File: config.mk
export PLATFORM = sky130hd
export DESIGN_NAME = wb_dsp_arbiter
export DESIGN_NICKNAME = d
export VERILOG_FILES = /design/src/rtl/wb_dsp_arbiter_pkg.sv /design/src/rtl/wb_arb_watchdog.sv /design/src/rtl/wb_dsp_arbiter.sv
export SDC_FILE = /design/constraint.sdc
export NUM_CORES = 1
export LEC_CHECK = 0
export CAP_MARGIN = 20
export CELL_PAD_IN_SITES_DETAIL_PLACEMENT = 0
export CELL_PAD_IN_SITES_GLOBAL_PLACEMENT = 1
export CORE_MARGIN = 8
export CORE_UTILIZATION = 16
export CTS_CLUSTER_SIZE = 30
export DETAILED_ROUTE_END_ITERATION = 10
export PLACE_DENSITY_LB_ADDON = 0.1
export SETUP_SLACK_MARGIN = 0.5
export SLEW_MARGIN = 20
export SYNTH_ARGS = -nofsm -noshare
export SYNTH_HDL_FRONTEND = slang
export SYNTH_SLANG_ARGS = --single-unit
export TNS_END_PERCENT = 100
File: constraint.sdc
create_clock -name wb_clk -period 1.9 [get_ports wb_clk]
set_input_delay 0.38 -clock wb_clk [delete_from_list [all_inputs] [get_ports wb_clk]]
set_output_delay 0.38 -clock wb_clk [all_outputs]
set_load 0.01 [all_outputs]
File: src/rtl/wb_dsp_arbiter_pkg.sv
// Shared types for the DSP Wishbone arbiter: FSM states, one-hot grant codes,
// default watchdog limit and a state-to-grant helper.
package wb_dsp_arbiter_pkg;

    typedef enum logic [1:0] {
        ST_IDLE = 2'd0,
        ST_GNT0 = 2'd1,
        ST_GNT1 = 2'd2
    } arb_state_e;

    localparam logic [1:0] GNT_NONE = 2'b00;
    localparam logic [1:0] GNT_M0   = 2'b01;
    localparam logic [1:0] GNT_M1   = 2'b10;

    localparam int DEFAULT_TIMEOUT_CYCLES = 256;

    function automatic logic [1:0] state_to_gnt(arb_state_e st);
        case (st)
            ST_GNT0: return GNT_M0;
            ST_GNT1: return GNT_M1;
            default: return GNT_NONE;
        endcase
    endfunction

endpackage

File: src/rtl/wb_arb_watchdog.sv
// Stall watchdog: counts inc cycles, clears on clr, registers a one-cycle fire
// pulse after LIMIT consecutive inc cycles. LIMIT=0 disables it.
module wb_arb_watchdog #(
    parameter int LIMIT = 256,
    parameter int TCW   = 16
) (
    input  logic clk_i,
    input  logic rst_i,
    input  logic inc_i,
    input  logic clr_i,
    output logic fire_o
);

    localparam logic [TCW-1:0] LAST = TCW'((LIMIT > 0) ? (LIMIT - 1) : 0);

    logic [TCW-1:0] cnt_q, cnt_d;
    logic           fire_q, fire_d;

    always_comb begin
        cnt_d  = cnt_q;
        fire_d = 1'b0;
        if (clr_i || (LIMIT == 0)) begin
            cnt_d = '0;
        end else if (inc_i) begin
            if (cnt_q == LAST) begin
                cnt_d  = '0;
                fire_d = 1'b1;
            end else begin
                cnt_d = cnt_q + 1'b1;
            end
        end
    end

    always_ff @(posedge clk_i) begin
        if (rst_i) begin
            cnt_q  <= '0;
            fire_q <= 1'b0;
        end else begin
            cnt_q  <= cnt_d;
            fire_q <= fire_d;
        end
    end

    assign fire_o = fire_q;

endmodule

File: src/rtl/wb_dsp_arbiter.sv
// Two-master Wishbone classic arbiter for the DSP slave bus (m0 = DAQ, m1 = CPU).
// Registered grant held while the owner keeps cyc; slave-side mux is combinational.
module wb_dsp_arbiter
    import wb_dsp_arbiter_pkg::*;
#(
    parameter int AW             = 32,
    parameter int DW             = 32,
    parameter int PRIORITY_MODE  = 0,
    parameter int TIMEOUT_CYCLES = DEFAULT_TIMEOUT_CYCLES,
    parameter int TCW            = 16
) (
    input  logic            wb_clk,
    input  logic            wb_rst,

    input  logic            m0_cyc_i,
    input  logic            m0_stb_i,
    input  logic            m0_we_i,
    input  logic [AW-1:0]   m0_adr_i,
    input  logic [DW/8-1:0] m0_sel_i,
    input  logic [DW-1:0]   m0_dat_i,
    output logic [DW-1:0]   m0_dat_o,
    output logic            m0_ack_o,
    output logic            m0_err_o,

    input  logic            m1_cyc_i,
    input  logic            m1_stb_i,
    input  logic            m1_we_i,
    input  logic [AW-1:0]   m1_adr_i,
    input  logic [DW/8-1:0] m1_sel_i,
    input  logic [DW-1:0]   m1_dat_i,
    output logic [DW-1:0]   m1_dat_o,
    output logic            m1_ack_o,
    output logic            m1_err_o,

    output logic            s_cyc_o,
    output logic            s_stb_o,
    output logic            s_we_o,
    output logic [AW-1:0]   s_adr_o,
    output logic [DW/8-1:0] s_sel_o,
    output logic [DW-1:0]   s_dat_o,
    input  logic [DW-1:0]   s_dat_i,
    input  logic            s_ack_i,
    input  logic            s_err_i,

    output logic [1:0]      gnt_o,
    output logic            timeout_o
);

    arb_state_e state_q, state_d;
    logic       last_m1_q, last_m1_d;
    logic       stall, wd_fire, wd_err;

    always_comb begin
        state_d   = state_q;
        last_m1_d = last_m1_q;
        case (state_q)
            ST_IDLE: begin
                // Ties go to m0 in priority mode, otherwise to whoever did not own last.
                if (m0_cyc_i && m1_cyc_i) begin
                    state_d = ((PRIORITY_MODE != 0) || last_m1_q) ? ST_GNT0 : ST_GNT1;
                end else if (m0_cyc_i) begin
                    state_d = ST_GNT0;
                end else if (m1_cyc_i) begin
                    state_d = ST_GNT1;
                end
                if (state_d == ST_GNT0) begin
                    last_m1_d = 1'b0;
                end else if (state_d == ST_GNT1) begin
                    last_m1_d = 1'b1;
                end
            end
            ST_GNT0: if (!m0_cyc_i) state_d = ST_IDLE;
            ST_GNT1: if (!m1_cyc_i) state_d = ST_IDLE;
            default: state_d = ST_IDLE;
        endcase
    end

    always_ff @(posedge wb_clk) begin
        if (wb_rst) begin
            state_q   <= ST_IDLE;
            last_m1_q <= 1'b1;
        end else begin
            state_q   <= state_d;
            last_m1_q <= last_m1_d;
        end
    end

    always_comb begin
        s_cyc_o = 1'b0;
        s_stb_o = 1'b0;
        s_we_o  = 1'b0;
        s_adr_o = '0;
        s_sel_o = '0;
        s_dat_o = '0;
        case (state_q)
            ST_GNT0: begin
                s_cyc_o = m0_cyc_i;
                s_stb_o = m0_stb_i;
                s_we_o  = m0_we_i;
                s_adr_o = m0_adr_i;
                s_sel_o = m0_sel_i;
                s_dat_o = m0_dat_i;
            end
            ST_GNT1: begin
                s_cyc_o = m1_cyc_i;
                s_stb_o = m1_stb_i;
                s_we_o  = m1_we_i;
                s_adr_o = m1_adr_i;
                s_sel_o = m1_sel_i;
                s_dat_o = m1_dat_i;
            end
            default: ;
        endcase
    end

    // A slave termination in the firing cycle wins over the watchdog.
    assign stall  = s_cyc_o && s_stb_o && !s_ack_i && !s_err_i;
    assign wd_err = wd_fire && (state_q != ST_IDLE) && !s_ack_i && !s_err_i;

    wb_arb_watchdog #(
        .LIMIT (TIMEOUT_CYCLES),
        .TCW   (TCW)
    ) u_watchdog (
        .clk_i  (wb_clk),
        .rst_i  (wb_rst),
        .inc_i  (stall),
        .clr_i  (!stall),
        .fire_o (wd_fire)
    );

    assign m0_dat_o  = s_dat_i;
    assign m1_dat_o  = s_dat_i;
    assign m0_ack_o  = (state_q == ST_GNT0) && s_ack_i;
    assign m1_ack_o  = (state_q == ST_GNT1) && s_ack_i;
    assign m0_err_o  = (state_q == ST_GNT0) && (s_err_i || wd_err);
    assign m1_err_o  = (state_q == ST_GNT1) && (s_err_i || wd_err);
    assign gnt_o     = state_to_gnt(state_q);
    assign timeout_o = wd_err;

endmodule
After elaboration in Yosys (flattened, before gate mapping)
Index checks and enable logic that the tools add are counted.

Flip-flop bits (word level): 20. Bits of input ports: 178. Output and inout port bits: 142. Word-level logic and storage cells: 52.

Add/sub/neg operators: 1. Eq/ne operators: 7. Mux-type cells: 18. Bitwise gates (word level): 1. Reduce and logical (&&, ||, !) cells: 21.

Operators by type and width (count): $pmux 32 s2 (2); $add 16x1->16 const B (1); $eq 16x8->1 const B (1); $mux 2 (7); $logic_and 1x1->1 (11); $pmux 4 s2 (1); $pmux 1 s2 (3); $pmux 2 s3 (1); $eq 2x1->1 const B (2); $eq 2x2->1 const B (2); $ne 2x2->1 const B (2); $pmux 2 s2 (1); $reduce_and 2->1 (2); $reduce_bool 2->1 (2); $mux 1 (3); $reduce_or 3->1 (1); $logic_not 1->1 (2); $logic_not 2->1 (1); $reduce_or 2->1 (1); $logic_or 1x1->1 (1); $not 1->1 (1).

Depth between registers and ports, before layout
Gate-level depths: netlist of run 1.

Word-level depth: 7. Gate-level depth with buffers: 8. Gate-level depth less buffers: 6.

Modules after synthesis
From an unflattened synthesis of run 1, not the netlist that was laid out.

Cell total of the unflattened synthesis: 346. Area, all modules: 2663.8 um2.

By module, submodules not included: wb_dsp_arbiter (times used 1, cells an instance 262, area each 1843.0 um2, sequential area each 60.1 um2); wb_arb_watchdog (times used 1, cells an instance 84, area each 820.8 um2, sequential area each 340.3 um2).

Worst setup path before layout of run 1
No wires, ideal clock.

Path type: flip-flop to output port. Start point: reg state_q[1]. End point: out s_adr_o[0]. Data arrival time: 1.455 ns. Required time: 1.520 ns. Path slack: 0.065 ns. Cell stages (with the launch flop): 7. Path buffers: 2. Cells stage by stage: dfxtp_1 inv_1 ha_1 clkbuf_1 clkbuf_1 a22oi_1 nor2b_1.

Cells in the longest elaborated chain, start to end: 2. Elaborated cells on any way between the ends: 3. Classes of those cells: eq/ne (2); mux (1).

RTL lines: from (decl) (RTL line wb_dsp_arbiter.sv:49) `arb_state_e state_q, state_d;`; from (signal assigned) (RTL line wb_dsp_arbiter.sv:83) `state_q <= state_d;`; $eq 2x2->1 or $eq 2x1->1 (tied branches) (RTL line wb_dsp_arbiter.sv:95) `case (state_q)`; $pmux 32 s2 (*) (RTL line wb_dsp_arbiter.sv:95); to (decl) (RTL line wb_dsp_arbiter.sv:38) `output logic [AW-1:0] s_adr_o,`.

Mark *: on every way between the ends. The rest lies on a longest branch, timed or not.

Worst setup path after layout of run 1
Start point: reg state_q[1]. End point: out s_dat_o[15].

Cells in the longest elaborated chain, start to end: 2. Elaborated cells on any way between the ends: 3. Classes of those cells: eq/ne (2); mux (1).

RTL lines: $eq 2x2->1 or $eq 2x1->1 (tied branches) (RTL line wb_dsp_arbiter.sv:95); $pmux 32 s2 (*) (RTL line wb_dsp_arbiter.sv:95); to (decl) (RTL line wb_dsp_arbiter.sv:40) `output logic [DW-1:0] s_dat_o,`.

Marks and branches as above.

==> qor.yml, run 1 <==
global_route:
  grt_max_degree: 20
  grtUsageTotal_pct: 13.5
  grt_pass1_vias: 3365
  antenna_found_initial: 0
  gr-total-overflow: 0
  grt_pass1_wl_mm: 21.1
yosys:
  yosysSeqAreaShare_pct: 15.6
  syn_avg_cell_area_um2: 7.40
  ys_types: 31
  syn_inst: 347
  synth_area_um2: 2570
  yosysWarnings: 0
  synth_seq_cells: 20
  synth_fp_nets: 532
worst_setup_path:
  critPathMaxStageDelay_ps: 370
  crit_start: "state_q[1]$_SDFFE_PP0P_"
  path_buf_inv: 5
  cp_max_fo: 7
  timing.rr.end: "u_watchdog.cnt_q[5]$_SDFF_PP0_"
  ff2ff_path_depth: 10
  critPathTopFamily: "buffers and inverters"
  crit_path_end: "s_dat_o[15]"
  path_class: "reg -> out"
  cp_common_cell: "buf_6"
  arrival_ps: 1650
  cp-start-kind: "flip-flop"
  crit_required_ps: 1520
  crit_path_cell_trace: "inv_4 -> ha_4 -> buf_6 -> buf_12 -> buf_16 -> a22oi_2 -> nor2b_4 -> buf_6"
  cpMaxStageDelayCell: "dfxtp_4"
  worstReg2RegStart: "state_q[1]$_SDFFE_PP0P_"
  path_depth: 8
  r2r_slack_ps: -20
  setup.worst_path.end_class: "output pin"
final_layout:
  drive_above_1_share_pct: 60.6
  syn2layout_area_growth_pct: 173
  antenna_cells: 0
  finalNonFillerCells: 782
  nets: 752
clock_network:
  insertion_delay_ps: 250
  cts_buffer_depth: 2
  clockRootBuffer: "clkbuf_16"
  cts_made_buffers: 3
  cts_tree: "built"
  h-tree-depth: 1
  cts.clk_slew.worst_paths_ps: 60
  cts_num_sinks: 20
detailed_routing:
  post_drt_wl_per_cell_um: 19.5
  vias: 3315
  wirelength_mm: 15.2
  first_iter_violations: 56
  antenna_left: 0
  drc: 0
  routed_via_density: 4.24
  drt-pass1-iter-count: 4
placed_design:
  portBuffers: 223
  place.gp.congestion: 0.742
  place_inst: 726
  dp_hpwl_mm: 10.8
outcome:
  status: "finished, violations left"
  failed_checks: "setup timing"
sta:
  worst_slew_margin_rel_pct: 75.0
  fmax_ghz: 0.492
  final.setup.tns_ps: -7270
  drv_slew: 0
  rsz0062_at_grt: "true"
  layout_min_cycle_time_ps: 2030
  max_slew.worst_pin.slew_ps: 372
  setup_ws_ps: -133
  hold_viol: 0
  skew_ps: 2.07
  hold_ws_ps: 473
  timing.final.crit_share_pct: 107
  setup_viol: 79
floorplan:
  initial_core_util_pct: 16.3
  die_area_um2: 20400
  core_area_um2: 15800
  ios: 320
  fp.dieW_um: 143
  row_count: 46
  die_y_um: 143
power_and_ir_drop:
  power.switching_mw: 1.59
  switching_share_pct: 33.3
  p_per_area_nw_per_um2: 678
  pwr-share-seq_pct: 9.7
  totalPowerFinal_mw: 4.76
  internal_power_mw: 3.17
  power.leakage_nw: 2.46
  p_comb_share_pct: 81.0
  ir_drop_mv: 0.316
  p_clk_share_pct: 9.4
run:
  maxCapViolCount: 0
worst_hold_path:
  hold_path.class: "reg -> reg"
cell usage in the layout, fill, tap and decap left out, types with 9 or more instances in the layout:
master / instances
a22oi_2: 71
buf_12: 17
buf_16: 11
buf_4: 22
buf_6: 95
clkbuf_16: 11
clkdlybuf4s50_1: 143
dfxtp_1: 17
nor2_1: 9
nor2_2: 10
nor2b_4: 70
synth_stat cells:
cell type / n / share of area, %
nand2_1: 8 / 1.2
nand3_1: 7 / 1.4
and2_1: 3 / 0.73
nand4_1: 5 / 1.2
a21oi_1: 4 / 0.78
a2bb2oi_1: 2 / 0.68
nand2b_4: 1 / 0.54
or4_4: 1 / 0.44
ha_1: 7 / 3.4
nor2_1: 21 / 3.1
or3_1: 2 / 0.49
inv_1: 4 / 0.58
nor2b_1: 72 / 18
nor3_1: 3 / 0.58
o21ai_0: 2 / 0.39
buf_4: 64 / 19
a22o_1: 1 / 0.34
or4_1: 3 / 0.88
dfxtp_1: 20 / 16
nand4bb_1: 1 / 0.44
nor4_1: 2 / 0.49
a22oi_1: 71 / 21
xor2_1: 5 / 1.7
buf_8: 1 / 0.58
a211o_1: 1 / 0.34
clkbuf_1: 25 / 3.7
nand2b_1: 1 / 0.24
xnor2_1: 7 / 2.4
o31ai_1: 1 / 0.29
and3_1: 1 / 0.24
and4_1: 1 / 0.34
metal layers:
metal / GRT usage (%) / part of all wire [%] / vias to the layer above
met4: 2.13 / 0.87 / 0
met3: 3.24 / 7.0 / 15
met5: 0 / 0 / -
met1: 14.9 / 38 / 1557
met2: 25.7 / 54 / 135
li1: - / - / 1608
worst min-delay path by stage:
| stage | start | endpoint | slack (ps) | cells after the start |
|---|---|---|---|---|
| after floorplan | u_watchdog.cnt_q[0]$_SDFF_PP0_ | u_watchdog.cnt_q[0]$_SDFF_PP0_ | 430 | 1 |
| after global placement | last_m1_q$_SDFFE_PP1P_ | last_m1_q$_SDFFE_PP1P_ | 450 | 1 |
| after detailed placement | last_m1_q$_SDFFE_PP1P_ | last_m1_q$_SDFFE_PP1P_ | 460 | 1 |
| after CTS | last_m1_q$_SDFFE_PP1P_ | last_m1_q$_SDFFE_PP1P_ | 480 | 1 |
| after global routing | last_m1_q$_SDFFE_PP1P_ | last_m1_q$_SDFFE_PP1P_ | 530 | 1 |
| final | last_m1_q$_SDFFE_PP1P_ | last_m1_q$_SDFFE_PP1P_ | 470 | 1 |
stage by stage:
step | util [%] | setup slack (ps) | cell area, um2
detailed placement | 36.4 | -255 | 5740
finish | 44.5 | -133 | 7020
floorplan | - | 207 | 3770
CTS | 42.2 | -142 | 6650
global placement | 36.4 | -257 | 5740
global route | 44.5 | -190 | 7020
power by group through the flow:
stage | combinational, mW | sequential, mW | clock, mW
2_1_floorplan | 1.90 | 0.465 | 0
4_1_cts | 3.48 | 0.460 | 0.462
3_3_place_gp | 2.62 | 0.468 | 0
3_5_place_dp | 2.63 | 0.468 | 0
6_report | 3.86 | 0.460 | 0.446
5_1_grt | 4.06 | 0.463 | 0.484
kinds of logic after synthesis:
family                   share of synthesized area [%]
AO/OA/AOI/OAI                                     23.6
XOR/XNOR                                          4.09
adder cells (fa/ha/maj)                           3.41
buffers and inverters                             23.5
flip-flops                                        15.6
AND/OR/NAND/NOR                                   29.8
worst reg2reg max path: stages, from the launching register on:
cell and delay (ps):
dfxtp_4 370, inv_4 50, ha_4 190, buf_6 150, buf_12 150, a22oi_2 250, buf_4 160, buf_6 80
nand4bb_4 140, nand2b_4 230, nor2_1 50
timing repair:
action | CTS | global route
hold buffers | 0 | 0
gates cloned | 12 | 9
setup buffers | 24 | 7
pin swaps | 75 | 31
setup endpoints to repair | 98 | 98
resized for setup | 459 | 25
state kept, by name, summed over array words and instances (netlist names):
signal	flops
u_watchdog.fire_o	1
state_q	2
last_m1_q	1
u_watchdog.cnt_q	16
final cells by class:
type	count	area, um2
Fill cell	1519	8750
Inverter	4	20.0
Multi-Input combinational cell	234	2660
Sequential cell	20	409
Timing Repair Buffer	304	3590
Clock buffer	4	78.8
Tap cell	216	270
Power figures use the tool's default switching activity.
==> run 2: changes to the inputs <==
Settings changed: CORE_UTILIZATION 16 to 17, SYNTH_HIERARCHICAL from default to 1.
==> run 2 against run 1 <==
  * The flow still finishes with violations (setup timing)
  * Area after synthesis rose by 3.8%
  * Hold slack better by 32 ps
  * Sequential share of layout area up 0.98 points
  * Critical path depth grew 1
  * Global-route usage rose by 0.10 points
  * Clock skew about the same
  * Non-clock buffer count decreased by 15
==> qor.yml, run 2 <==
outcome:
  status: "finished, violations left"
  failed_checks: "setup timing"
power_and_ir_drop:
  pwr-share-seq_pct: 12.1  # +2.4 points
  switching_share_pct: 35.5  # +2.1 points
  ir_drop_mv: 0.283  # -10%
  power.leakage_nw: 2.18  # -12%
  p_per_area_nw_per_um2: 633  # -6.7%
  p_clk_share_pct: 12.8  # +3.4 points
  internal_power_mw: 2.43  # -23%
  p_comb_share_pct: 75.1  # -5.9 points
  power.switching_mw: 1.34  # -16%
final_layout:
  ff_latch_area_um2: 405  # -0.92%
  finalNonFillerCells: 760  # -2.8%
  layout_commonest_cell: "clkdlybuf4s50_1"
  largest-register: "u_watchdog/cnt_q"
  fillCellCount: 1555  # +2.4%
  top_regs: "u_watchdog/cnt_q (16), state_q (2)"
  multi_input_area_um2: 2340  # -12%
  nets: 735  # -2.3%
  drive_above_1_share_pct: 58.8  # -1.8 points
  final_cell_mix: "clkdlybuf4s50_1 (141), a22oi_2 (70), nor2b_2 (60), buf_2 (55), buf_4 (32)"
  utilization_pct: 39.0  # -5.5 points
  largest_reg_flops: 16  # unchanged
  syn2layout_area_growth_pct: 123
  antenna_cells: 0  # unchanged
global_route:
  grt_pass1_vias: 3291  # -2.2%
  grt_pass1_wl_mm: 21.4  # +1.4%
  antenna_found_initial: 0  # unchanged
  grt_max_degree: 37  # +85%
  grtUsageTotal_pct: 13.6  # +0.10 points
  gr-total-overflow: 0  # unchanged
worst_setup_path:
  ff2ff_path_depth: 12  # +2
  cpMaxStageDelayCell: "dfxtp_2"
  path_class: "reg -> out"
  cp-start-kind: "flip-flop"
  arrival_ps: 1750  # +100 ps
  critPathMaxStageDelay_ps: 350  # -20 ps
  setup.worst_path.end_class: "output pin"
  cp_common_cell: "buf_12"
  cp_max_fo: 9  # +2
  crit_required_ps: 1520  # about the same
  crit_path_cell_trace: "inv_4 -> buf_12 -> ha_4 -> buf_4 -> buf_12 -> clkbuf_16 -> a22oi_2 -> nor2b_2 -> buf_2"
placed_design:
  place_inst: 732  # +0.83%
  portBuffers: 223  # unchanged
  place.gp.congestion: 0.831  # +12%
  dp_hpwl_mm: 11.7  # +8.1%
detailed_routing:
  antenna_left: 0  # unchanged
  drt-pass1-iter-count: 4  # unchanged
  top_layer: "met4"
  wl_met2_mm: 7.76  # -5.2%
  routed_via_density: 4.26  # +0.57%
  first_iter_violations: 112  # +100%
  route.met3.wl_mm: 1.25  # +17%
  post_drt_wl_per_cell_um: 19.6  # +0.73%
  wirelength_mm: 14.9  # -2.1%
  met1Wirelength_mm: 5.62  # -3.5%
  vias: 3240  # -2.3%
  drc: 0  # unchanged
yosys:
  yosys.area_share.simple_pct: 30.7  # +0.90 points
  synth_top_family_by_area: "simple AND/OR/NAND/NOR gates"
  syn_inst: 346  # -0.29%
  yosysSeqAreaShare_pct: 15.0  # -0.56 points
  synthDominantCellAreaShare_pct: 19.4  # -1.3 points
  synth_area_leaders: "a22oi_1 (19%), buf_4 (19%), nor2b_1 (17%), dfxtp_1 (15%), xnor2_1 (3.6%)"
  synth_area_leader_cell: "a22oi_1"
  yosysWarnings: 6  # +6
  ys_types: 38  # +23%
  async_reset_ff_share_pct: 0  # unchanged
  synth_area_um2: 2660  # +3.8%
  synth_common_cells: "nor2b_1 (71), a22oi_1 (69), buf_4 (66), dfxtp_1 (20), clkbuf_1 (18)"
  synth_adder_area_share_pct: 3.29  # -0.12 points
  synth_xor_area_share_pct: 4.93  # +0.84 points
  syn_avg_cell_area_um2: 7.70  # +4.1%
  synth_most_common_cell: "nor2b_1"
  synth-compound-area-share_pct: 22.3  # -1.3 points
  synth_edf_count: 0  # unchanged
  ys.flop_type: "dfxtp_1"
  synth_seq_cells: 20  # unchanged
  synth_mux_area_share_pct: 0.376  # +0.38 points
  synth_fp_nets: 531  # -0.19%
floorplan:
  fp.dieW_um: 141  # -1.1%
  row_count: 45  # -2.2%
  die_y_um: 141  # -1.1%
  ios: 320  # unchanged
  die_area_um2: 19900  # -2.1%
  core_area_um2: 15300  # -3.2%
  initial_core_util_pct: 17.5  # +1.2 points
sta:
  setup_ws_ps: -230  # -97.1 ps
  fmax_ghz: 0.469  # -4.6%
  worst_slew_margin_rel_pct: 74.2  # -0.82 points
  setup_viol: 88  # +11%
  max_slew.worst_pin.slew_ps: 384  # +12.2 ps
  drv_slew: 0  # unchanged
  hold_viol: 0  # unchanged
  final.setup.tns_ps: -12950  # -5680 ps
  layout_min_cycle_time_ps: 2130  # +97.1 ps
  skew_ps: 1.57  # -0.494 ps
  rsz0062_at_grt: "true"
  timing.final.crit_share_pct: 112  # +5.1 points
clock_network:
  cts_made_buffers: 3  # unchanged
  insertion_delay_ps: 250  # about the same
  cts_tree: "built"
  h-tree-depth: 1  # unchanged
  cts_buffer_depth: 2  # unchanged
  clockRootBuffer: "clkbuf_16"
  cts.clk_slew.worst_paths_ps: 60  # about the same
  cts_num_sinks: 20  # unchanged
  cts_hold_buf: 0  # unchanged
worst_hold_path:
  hold_path.class: "reg -> reg"
  hold_depth: 1  # unchanged
run:
  maxCapViolCount: 0  # unchanged
run 2: what timing repair did:
action | 4_1_cts | 5_1_grt
resized for setup | 411 | 65
endpoints found under the setup margin | 96 | 98
cloned | 4 | 6
setup buffers | 4 | 10
pin swaps | 18 | 43
run 2: kinds of logic (layout without fill, tap and decap cells):
kind of cell	Yosys count	count (layout)
AOI/OAI and AO/OA	77	77
xor gates and xnor gates	15	15
adders and majority gates	7	7
buffers and inverters	96	299
DFF	20	20
muxes	1	1
and+or+nand+nor	130	130
run 2: area by class of cell:
class,count,share of cell area (%)
inverters,6,0.463
repair buffers,289,47.5
clock buffers,4,1.49
multi-input cells,230,39.3
flip-flops and latches,20,6.81
well taps,211,4.44
run 2: critical path: cells and delay by family (launching register included):
| kind | cells | cell delay (ps) |
|---|---|---|
| buf+inv | 6 | 770 |
| flops | 1 | 350 |
| fa+ha+maj | 1 | 170 |
| compound gates | 1 | 160 |
| simple gates | 1 | 50 |
run 2: power groups by stage:
stage	clock, mW	combinational [mW]	sequential [mW]
after floorplan	0	1.20	0.466
after global placement	0	2.25	0.462
after detailed placement	0	2.25	0.462
after CTS	0.498	2.57	0.457
after global routing	0.521	3.01	0.458
final	0.482	2.83	0.456
run 2: final timing paths:
| kind | from | endpoint | slack, ps |
|---|---|---|---|
| worst min-delay path | last_m1_q$_SDFFE_PP1P_ | last_m1_q$_SDFFE_PP1P_ | 510 |
| worst max-delay path | state_q[1]$_SDFFE_PP0P_ | s_dat_o[28] | -230 |
| worst max register to register | state_q[1]$_SDFFE_PP0P_ | u_watchdog/cnt_q[10]$_SDFFE_PP0P_ | -200 |
| worst min register to register | last_m1_q$_SDFFE_PP1P_ | last_m1_q$_SDFFE_PP1P_ | 510 |
run 2: per-stage QoR:
stage	power [mW]	hold WS (ps)	setup slack (ps)	instance area, um2
after CTS	3.53	514	-227	5670
after global placement	2.71	464	-428	5210
after detailed placement	2.71	476	-440	5210
after global routing	3.99	546	-344	5950
final	3.77	505	-230	5950
after floorplan	1.67	435	-161	2910
run 2: layer usage:
metal	vias to the layer above	track usage [%]
li1	1565	-
met1	1517	15.6
met2	145	24.6
met3	13	3.68
met4	0	2.71
met5	-	0
==> run 3: changes to the inputs <==
Settings changed: GPL_ROUTABILITY_DRIVEN from default to 0.
==> results of run 3 <==
Final layout, timing and power as in run 2 (identical DEF).
